--- src/rtl/mc_ctrl_hs.sv ---
// Multi-cycle MIPS controller with memory handshake, bus watchdog, illegal-opcode trap and retire counter.
// Latency: 3-5 states per instruction plus any memory wait cycles; outputs are combinational from the registered state.
// Backpressure: mem_ready stalls S_IF/S_MEM with requests held; the watchdog traps after TIMEOUT stalled cycles.
module mc_ctrl_hs #(
    parameter int TIMEOUT = 16,
    parameter int CNT_W   = 32,
    parameter bit EN_BYTE = 1'b1
) (
    input  logic             clk,
    input  logic             reset,
    input  logic             zero,
    input  logic             neg,
    input  logic [5:0]       opcode,
    input  logic [5:0]       funct,
    input  logic [4:0]       rt,
    input  logic             mem_ready,
    output logic [1:0]       reg_dst,
    output logic             alu_src,
    output logic [1:0]       mem_to_reg,
    output logic [1:0]       ext_op,
    output logic [2:0]       alu_ctr,
    output logic             byte_sel,
    output logic [1:0]       npc_sel,
    output logic             pc_wr,
    output logic             ir_wr,
    output logic             reg_write,
    output logic             mem_read,
    output logic             mem_write,
    output logic             ifetch,
    output logic             illegal,
    output logic             timeout,
    output logic [2:0]       state,
    output logic [CNT_W-1:0] instr_count
);

    typedef enum logic [2:0] {
        S_IF   = 3'd0,
        S_ID   = 3'd1,
        S_EX   = 3'd2,
        S_MEM  = 3'd3,
        S_WB   = 3'd4,
        S_TRAP = 3'd5
    } state_t;

    localparam logic [5:0] OP_RTYPE = 6'h00, OP_REGIMM = 6'h01, OP_J   = 6'h02, OP_JAL = 6'h03;
    localparam logic [5:0] OP_BEQ   = 6'h04, OP_ADDI   = 6'h08, OP_ADDIU = 6'h09, OP_ORI = 6'h0d;
    localparam logic [5:0] OP_LUI   = 6'h0f, OP_LB     = 6'h20, OP_LW  = 6'h23, OP_SB  = 6'h28;
    localparam logic [5:0] OP_SW    = 6'h2b;
    localparam logic [5:0] FN_JR = 6'h08, FN_ADDU = 6'h21, FN_SUBU = 6'h23, FN_SLT = 6'h2a;
    localparam logic [4:0] RT_BLTZAL = 5'b10000;

    localparam logic [2:0] ALU_PASSB = 3'b000, ALU_ADD = 3'b001, ALU_SUB = 3'b010;
    localparam logic [2:0] ALU_SLT   = 3'b011, ALU_OR  = 3'b100;
    localparam logic [1:0] EXT_LUI = 2'b01, EXT_SIGN = 2'b10;

    // Wait counter only has to reach TIMEOUT-1; one bit suffices when the watchdog is off.
    localparam int WAIT_W = (TIMEOUT > 1) ? $clog2(TIMEOUT) : 1;
    localparam logic [WAIT_W-1:0] WAIT_LAST = (TIMEOUT > 0) ? WAIT_W'(TIMEOUT - 1) : '0;

    state_t            state_q, state_d;
    logic [WAIT_W-1:0] wait_q, wait_d;
    logic [CNT_W-1:0]  count_q;
    logic              illegal_q, timeout_q;

    logic is_alu, is_load, is_store, is_beq, is_j, is_jr, is_jal, is_bltzal, legal;
    logic [1:0] dec_reg_dst, dec_mem_to_reg, dec_ext_op;
    logic [2:0] dec_alu_ctr;
    logic       dec_alu_src, dec_byte;
    logic       wd_hit, retire, set_illegal, set_timeout;
    logic       pc_wr_c, ir_wr_c, reg_write_c, mem_read_c, mem_write_c, ifetch_c, strobe_en;
    logic [1:0] npc_c;

    // Instruction decode straight from the IR fields.
    always_comb begin
        is_alu = 1'b0; is_load = 1'b0; is_store = 1'b0; is_beq = 1'b0;
        is_j = 1'b0; is_jr = 1'b0; is_jal = 1'b0; is_bltzal = 1'b0;
        dec_reg_dst = 2'b00; dec_alu_src = 1'b0; dec_mem_to_reg = 2'b00;
        dec_ext_op = 2'b00; dec_alu_ctr = ALU_PASSB; dec_byte = 1'b0;
        case (opcode)
            OP_RTYPE: begin
                dec_reg_dst = 2'b01;
                case (funct)
                    FN_ADDU: begin is_alu = 1'b1; dec_alu_ctr = ALU_ADD; end
                    FN_SUBU: begin is_alu = 1'b1; dec_alu_ctr = ALU_SUB; end
                    FN_SLT:  begin is_alu = 1'b1; dec_alu_ctr = ALU_SLT; end
                    FN_JR:   is_jr = 1'b1;
                    default: ;
                endcase
            end
            OP_ORI: begin is_alu = 1'b1; dec_alu_src = 1'b1; dec_alu_ctr = ALU_OR; end
            OP_LUI: begin is_alu = 1'b1; dec_alu_src = 1'b1; dec_ext_op = EXT_LUI; end
            OP_ADDI, OP_ADDIU: begin
                is_alu = 1'b1; dec_alu_src = 1'b1; dec_ext_op = EXT_SIGN; dec_alu_ctr = ALU_ADD;
            end
            OP_LW: begin
                is_load = 1'b1; dec_alu_src = 1'b1; dec_ext_op = EXT_SIGN;
                dec_alu_ctr = ALU_ADD; dec_mem_to_reg = 2'b01;
            end
            OP_SW: begin
                is_store = 1'b1; dec_alu_src = 1'b1; dec_ext_op = EXT_SIGN; dec_alu_ctr = ALU_ADD;
            end
            OP_LB: if (EN_BYTE) begin
                is_load = 1'b1; dec_alu_src = 1'b1; dec_ext_op = EXT_SIGN;
                dec_alu_ctr = ALU_ADD; dec_mem_to_reg = 2'b01; dec_byte = 1'b1;
            end
            OP_SB: if (EN_BYTE) begin
                is_store = 1'b1; dec_alu_src = 1'b1; dec_ext_op = EXT_SIGN;
                dec_alu_ctr = ALU_ADD; dec_byte = 1'b1;
            end
            OP_BEQ: begin is_beq = 1'b1; dec_alu_ctr = ALU_SUB; end
            OP_J:   is_j = 1'b1;
            OP_JAL: begin is_jal = 1'b1; dec_reg_dst = 2'b10; dec_mem_to_reg = 2'b10; end
            OP_REGIMM: if (rt == RT_BLTZAL) begin
                is_bltzal = 1'b1; dec_reg_dst = 2'b10; dec_mem_to_reg = 2'b10;
            end
            default: ;
        endcase
    end

    assign legal  = is_alu | is_load | is_store | is_beq | is_j | is_jr | is_jal | is_bltzal;
    assign wd_hit = (TIMEOUT > 0) && (wait_q == WAIT_LAST) && !mem_ready;

    // Next state, wait counter, retire and sticky-flag set conditions.
    always_comb begin
        state_d = state_q;
        case (state_q)
            S_IF:   if (mem_ready) state_d = S_ID; else if (wd_hit) state_d = S_TRAP;
            S_ID:   if (!legal) state_d = S_TRAP;
                    else if (is_jal || is_bltzal) state_d = S_WB;
                    else state_d = S_EX;
            S_EX:   if (is_alu) state_d = S_WB;
                    else if (is_load || is_store) state_d = S_MEM;
                    else state_d = S_IF;
            S_MEM:  if (mem_ready) state_d = is_store ? S_IF : S_WB;
                    else if (wd_hit) state_d = S_TRAP;
            S_WB:   state_d = S_IF;
            S_TRAP: state_d = S_TRAP;
            default: state_d = S_IF;
        endcase
        if (state_d != state_q) wait_d = '0;
        else if (state_q == S_IF || state_q == S_MEM) wait_d = wait_q + WAIT_W'(1);
        else wait_d = wait_q;
        retire      = (state_d == S_IF) && (state_q == S_EX || state_q == S_MEM || state_q == S_WB);
        set_illegal = (state_q == S_ID) && (state_d == S_TRAP);
        set_timeout = (state_q == S_IF || state_q == S_MEM) && (state_d == S_TRAP);
    end

    // Control register update; reset drops straight back to fetch.
    always_ff @(posedge clk or negedge reset) begin
        if (!reset) begin
            state_q   <= S_IF;
            wait_q    <= '0;
            count_q   <= '0;
            illegal_q <= 1'b0;
            timeout_q <= 1'b0;
        end else begin
            state_q <= state_d;
            wait_q  <= wait_d;
            if (retire)      count_q   <= count_q + CNT_W'(1);
            if (set_illegal) illegal_q <= 1'b1;
            if (set_timeout) timeout_q <= 1'b1;
        end
    end

    // Per-state strobes and next-PC select.
    always_comb begin
        pc_wr_c = 1'b0; ir_wr_c = 1'b0; reg_write_c = 1'b0;
        mem_read_c = 1'b0; mem_write_c = 1'b0; ifetch_c = 1'b0; npc_c = 2'b00;
        case (state_q)
            S_IF: begin
                mem_read_c = 1'b1; ifetch_c = 1'b1;
                if (mem_ready) begin ir_wr_c = 1'b1; pc_wr_c = 1'b1; end
            end
            S_EX: begin
                if (is_beq)     begin pc_wr_c = zero; npc_c = 2'b01; end
                else if (is_j)  begin pc_wr_c = 1'b1; npc_c = 2'b10; end
                else if (is_jr) begin pc_wr_c = 1'b1; npc_c = 2'b11; end
            end
            S_MEM: begin mem_read_c = is_load; mem_write_c = is_store; end
            S_WB: begin
                reg_write_c = 1'b1;
                if (is_jal)         begin pc_wr_c = 1'b1; npc_c = 2'b10; end
                else if (is_bltzal) begin pc_wr_c = neg;  npc_c = 2'b01; end
            end
            default: ;
        endcase
    end

    // Nothing may strobe while reset is low or once trapped.
    assign strobe_en = reset && (state_q != S_TRAP);
    assign pc_wr     = pc_wr_c     & strobe_en;
    assign ir_wr     = ir_wr_c     & strobe_en;
    assign reg_write = reg_write_c & strobe_en;
    assign mem_read  = mem_read_c  & strobe_en;
    assign mem_write = mem_write_c & strobe_en;
    assign ifetch    = ifetch_c    & strobe_en;
    assign npc_sel   = npc_c;

    // Decode fields are meaningless during fetch, so present them as zero there.
    assign reg_dst    = (state_q == S_IF) ? 2'b00 : dec_reg_dst;
    assign alu_src    = (state_q == S_IF) ? 1'b0  : dec_alu_src;
    assign mem_to_reg = (state_q == S_IF) ? 2'b00 : dec_mem_to_reg;
    assign ext_op     = (state_q == S_IF) ? 2'b00 : dec_ext_op;
    assign alu_ctr    = (state_q == S_IF) ? 3'b000 : dec_alu_ctr;
    assign byte_sel   = (state_q == S_IF) ? 1'b0  : dec_byte;

    assign illegal     = illegal_q;
    assign timeout     = timeout_q;
    assign state       = state_q;
    assign instr_count = count_q;

endmodule

--- config.mk ---
export PLATFORM = sky130hd
export DESIGN_NAME = mc_ctrl_hs
export DESIGN_NICKNAME = d
export VERILOG_FILES = /design/src/rtl/mc_ctrl_hs.sv
export SDC_FILE = /design/constraint.sdc
export NUM_CORES = 1
export LEC_CHECK = 0
export CAP_MARGIN = 40
export CORE_ASPECT_RATIO = 1.5
export CORE_MARGIN = 5
export CORE_UTILIZATION = 43
export DETAILED_ROUTE_END_ITERATION = 16
export PLACE_DENSITY = 0.73
export REMOVE_ABC_BUFFERS = 1
export SLEW_MARGIN = 20
export SYNTH_ARGS = -nofsm -noshare
export SYNTH_HDL_FRONTEND = slang
export SYNTH_SLANG_ARGS = --single-unit
--- constraint.sdc ---
create_clock -name clk -period 2.1 [get_ports clk]
set_clock_uncertainty 0.1 [all_clocks]
set_input_delay 0.21 -clock clk [delete_from_list [all_inputs] [get_ports clk]]
set_output_delay 0.21 -clock clk [all_outputs]
set_load 0.03 [all_outputs]
==> flow_summary.json <==
{
  "worstPathCellList": "nand2b_4 > or3_1 > o211a_1 > or3_4 > buf_12 > nor4_4 > xor2_1",
  "grtUsageTotal": 0.2288,
  "worst_pin_slew_ns": 0.5670,
  "nets": 470,
  "power_frac_seq": 0.264,
  "wl_per_cell_um": 16.74,
  "fillerInstances": 434,
  "cpPeakStageDelay_ns": 0.42,
  "place_inst": 498,
  "dp_hpwl_um": 6448,
  "finish.utilization": 0.7277,
  "maxCapViolCount": 0,
  "crit_required_ns": 2.22,
  "io_pins": 78,
  "topRoutingLayerUsed": "met4",
  "setup_ws_ns": -0.1540,
  "area_growth_pct": 67.46,
  "die_area_mm2": 0.007803,
  "path_max_fanout": 16,
  "fin_tns_setup_ns": -3.102,
  "antenna_cells": 0,
  "ys.flop_type": "dfrtp_1",
  "cp_slowest_cell": "dfrtp_1",
  "syn_avg_cell_area_um2": 8.639,
  "yosys.area.top_type": "dfrtp_1",
  "clock_sinks": 41,
  "wl_met2_um": 4815,
  "wl_met3_um": 463,
  "hold_ws_ns": 0.2128,
  "overflow": 0,
  "arrival_ns": 2.38,
  "slew_viol_final": 0,
  "drtPass1Iterations": 4,
  "critPathCaptureType": "flop",
  "wl_um": 8721,
  "synth_edf_count": 0,
  "die_x_um": 73.81,
  "via_per_inst": 5.516,
  "worstSetupPathType": "reg -> reg",
  "rows": 35,
  "power_leakage_nw": 1.830,
  "clockBufferDepth": 2,
  "synth.most_common_cell": "dfrtp_1",
  "h-tree-depth": 2,
  "pre_cts_ws_ns": -0.5636,
  "power.internal_mw": 2.114,
  "p_total_mw": 3.595,
  "p_sw_frac": 0.4121,
  "cp-start-kind": "flop",
  "synth_cell_types": 47,
  "stdcell_area_mm2": 0.004398,
  "async_flop_share": 1.000,
  "drt-met1-wl_um": 3116,
  "initial_utilization": 0.4346,
  "yosys-top-cells-count": "dfrtp_1, nor2_1, nand2_1",
  "clkPwrFrac": 0.150,
  "via_count": 2874,
  "cts_inserted_buffers": 5,
  "drcViolationCount": 0,
  "fin_cells": 521,
  "rsz0062_at_grt": "yes",
  "synth.area.top_cells": "dfrtp_1, xor2_1, xnor2_1",
  "yosysSeqAreaShare": 0.3907,
  "hold_class": "in -> async",
  "rrSetupSlack_ns": -0.15,
  "hold_viol_final": 0,
  "powerDensity_mw_per_mm2": 817.5,
  "netlist_area_mm2": 0.002626,
  "max_freq_mhz": 443.6,
  "grt_max_degree": 17,
  "clk_pin_slew_ns": 0.08,
  "clock_latency_ns": 0.30,
  "drtIter0Drc": 127,
  "gp_routability_congestion": 0.9614,
  "drive_gt1_frac": 0.3468,
  "synth-seq-cells": 41,
  "synthCells": 304,
  "place_area_mm2": 0.003841,
  "cts-root-buf": "clkbuf_8",
  "grt_pass1_vias": 2988,
  "finalSetupViolations": 39,
  "violations": "setup timing",
  "grt_pass1_wl_um": 14160,
  "port_buffers": 77,
  "die_y_um": 105.7,
  "yosysWarningCount": 0,
  "core_mm2": 0.006043,
  "outcome": "finished with violations",
  "period_minus_slack_ns": 2.254,
  "fin_crit_sh": 1.073,
  "netSwitchingPower_mw": 1.482,
  "vdd_drop_max_mv": 0.7393,
  "detail-route-antenna-nets": 0,
  "maxSlewHeadroom": 0.6203,
  "synth_top_area_share": 0.3907,
  "cts_tree": "built",
  "pwr-share-comb": 0.586,
  "antenna_found_initial": 0
}
## layout make-up
cell class	instances	area, um^2	share of cell area
tap	74	92.59	0.02105
multi-input combinational	238	1768	0.4020
sequential	41	1026	0.2333
inverter	6	22.52	0.005121
clock inverter	2	13.76	0.003129
timing repair buffer	154	1393	0.3166
clock buffer	6	82.58	0.01878
## layer usage
| metal | vias up | GRT usage |
|---|---|---|
| li1 | 1374 | - |
| met1 | 1369 | 0.2529 |
| met2 | 109 | 0.4175 |
| met3 | 22 | 0.03244 |
| met4 | 0 | 0.09845 |
| met5 | - | 0 |
## worst paths after layout
check,to,start,cells past startpoint
max,instr_count[30],state[2],7
min,wait_q[1],reset,2
max reg2reg,instr_count[30],state[2],7
min reg2reg,timeout,timeout,1
max in group asynchronous,instr_count[2],reset,3
min in group clk,timeout,timeout,1
## placed cells by master, fill, tap and decap left out, types with 3 or more instances in the layout
cell,n
nor2_2,7
o21ai_0,9
nor2_4,7
clkdlybuf4s50_1,47
xnor2_1,15
a21oi_1,8
buf_6,21
nor4_4,8
inv_1,6
nand4_1,19
nor2_1,15
and2_1,3
mux2i_1,3
buf_2,3
nand2_1,22
xor2_1,21
dfrtp_1,41
nor3_1,17
dlymetal6s2s_1,3
nand2b_1,4
nand3_1,14
and4_1,3
and3_1,9
dlygate4sd2_1,3
buf_4,72
clkbuf_8,6
or2_2,3
## cell families (layout without fill, tap and decap cells)
logic type,Yosys count,in the layout,share of synthesized area
muxes,3,3,0.01143
xor gates and xnor gates,36,36,0.1201
and+or+nand+nor,156,156,0.3249
AOI/OAI and AO/OA,41,41,0.1020
adders and majority gates,2,2,0.009527
buffers and inverters,25,168,0.04145
DFF,41,41,0.3907
## flip-flops by register name, indices dropped and copies added (netlist names)
| signal | count |
|---|---|
| wait_q | 4 |
| state | 3 |
| instr_count | 32 |
| timeout | 1 |
| illegal | 1 |
## repair_timing
| action | 4_1_cts | 5_1_grt |
|---|---|---|
| gates cloned | 0 | 0 |
| setup endpoints to repair | 57 | 52 |
| setup buffers | 10 | 5 |
| hold endpoints to repair | 34 | 0 |
| gates resized for setup | 57 | 45 |
| hold buffers | 1 | 0 |
| pin swaps | 11 | 8 |
## power groups by stage
| stage | combinational, mW | clock [mW] | sequential, mW |
|---|---|---|---|
| final | 2.11 | 0.539 | 0.951 |
| after global routing | 2.26 | 0.588 | 0.961 |
| after CTS | 1.96 | 0.554 | 0.949 |
| after detailed placement | 1.71 | 0 | 0.963 |
| after global placement | 1.69 | 0 | 0.963 |
| after floorplan | 0.659 | 0 | 1.16 |
## critical path, delay by kind of cell, from the launching register on
family | cells | cell delay (ns)
and+or+nand+nor | 4 | 1.08
buffers and inverters | 1 | 0.16
AOI/OAI and AO/OA | 1 | 0.23
xor gates and xnor gates | 1 | 0.18
DFF | 1 | 0.42
Note: power is estimated with default switching activity, not from simulation.
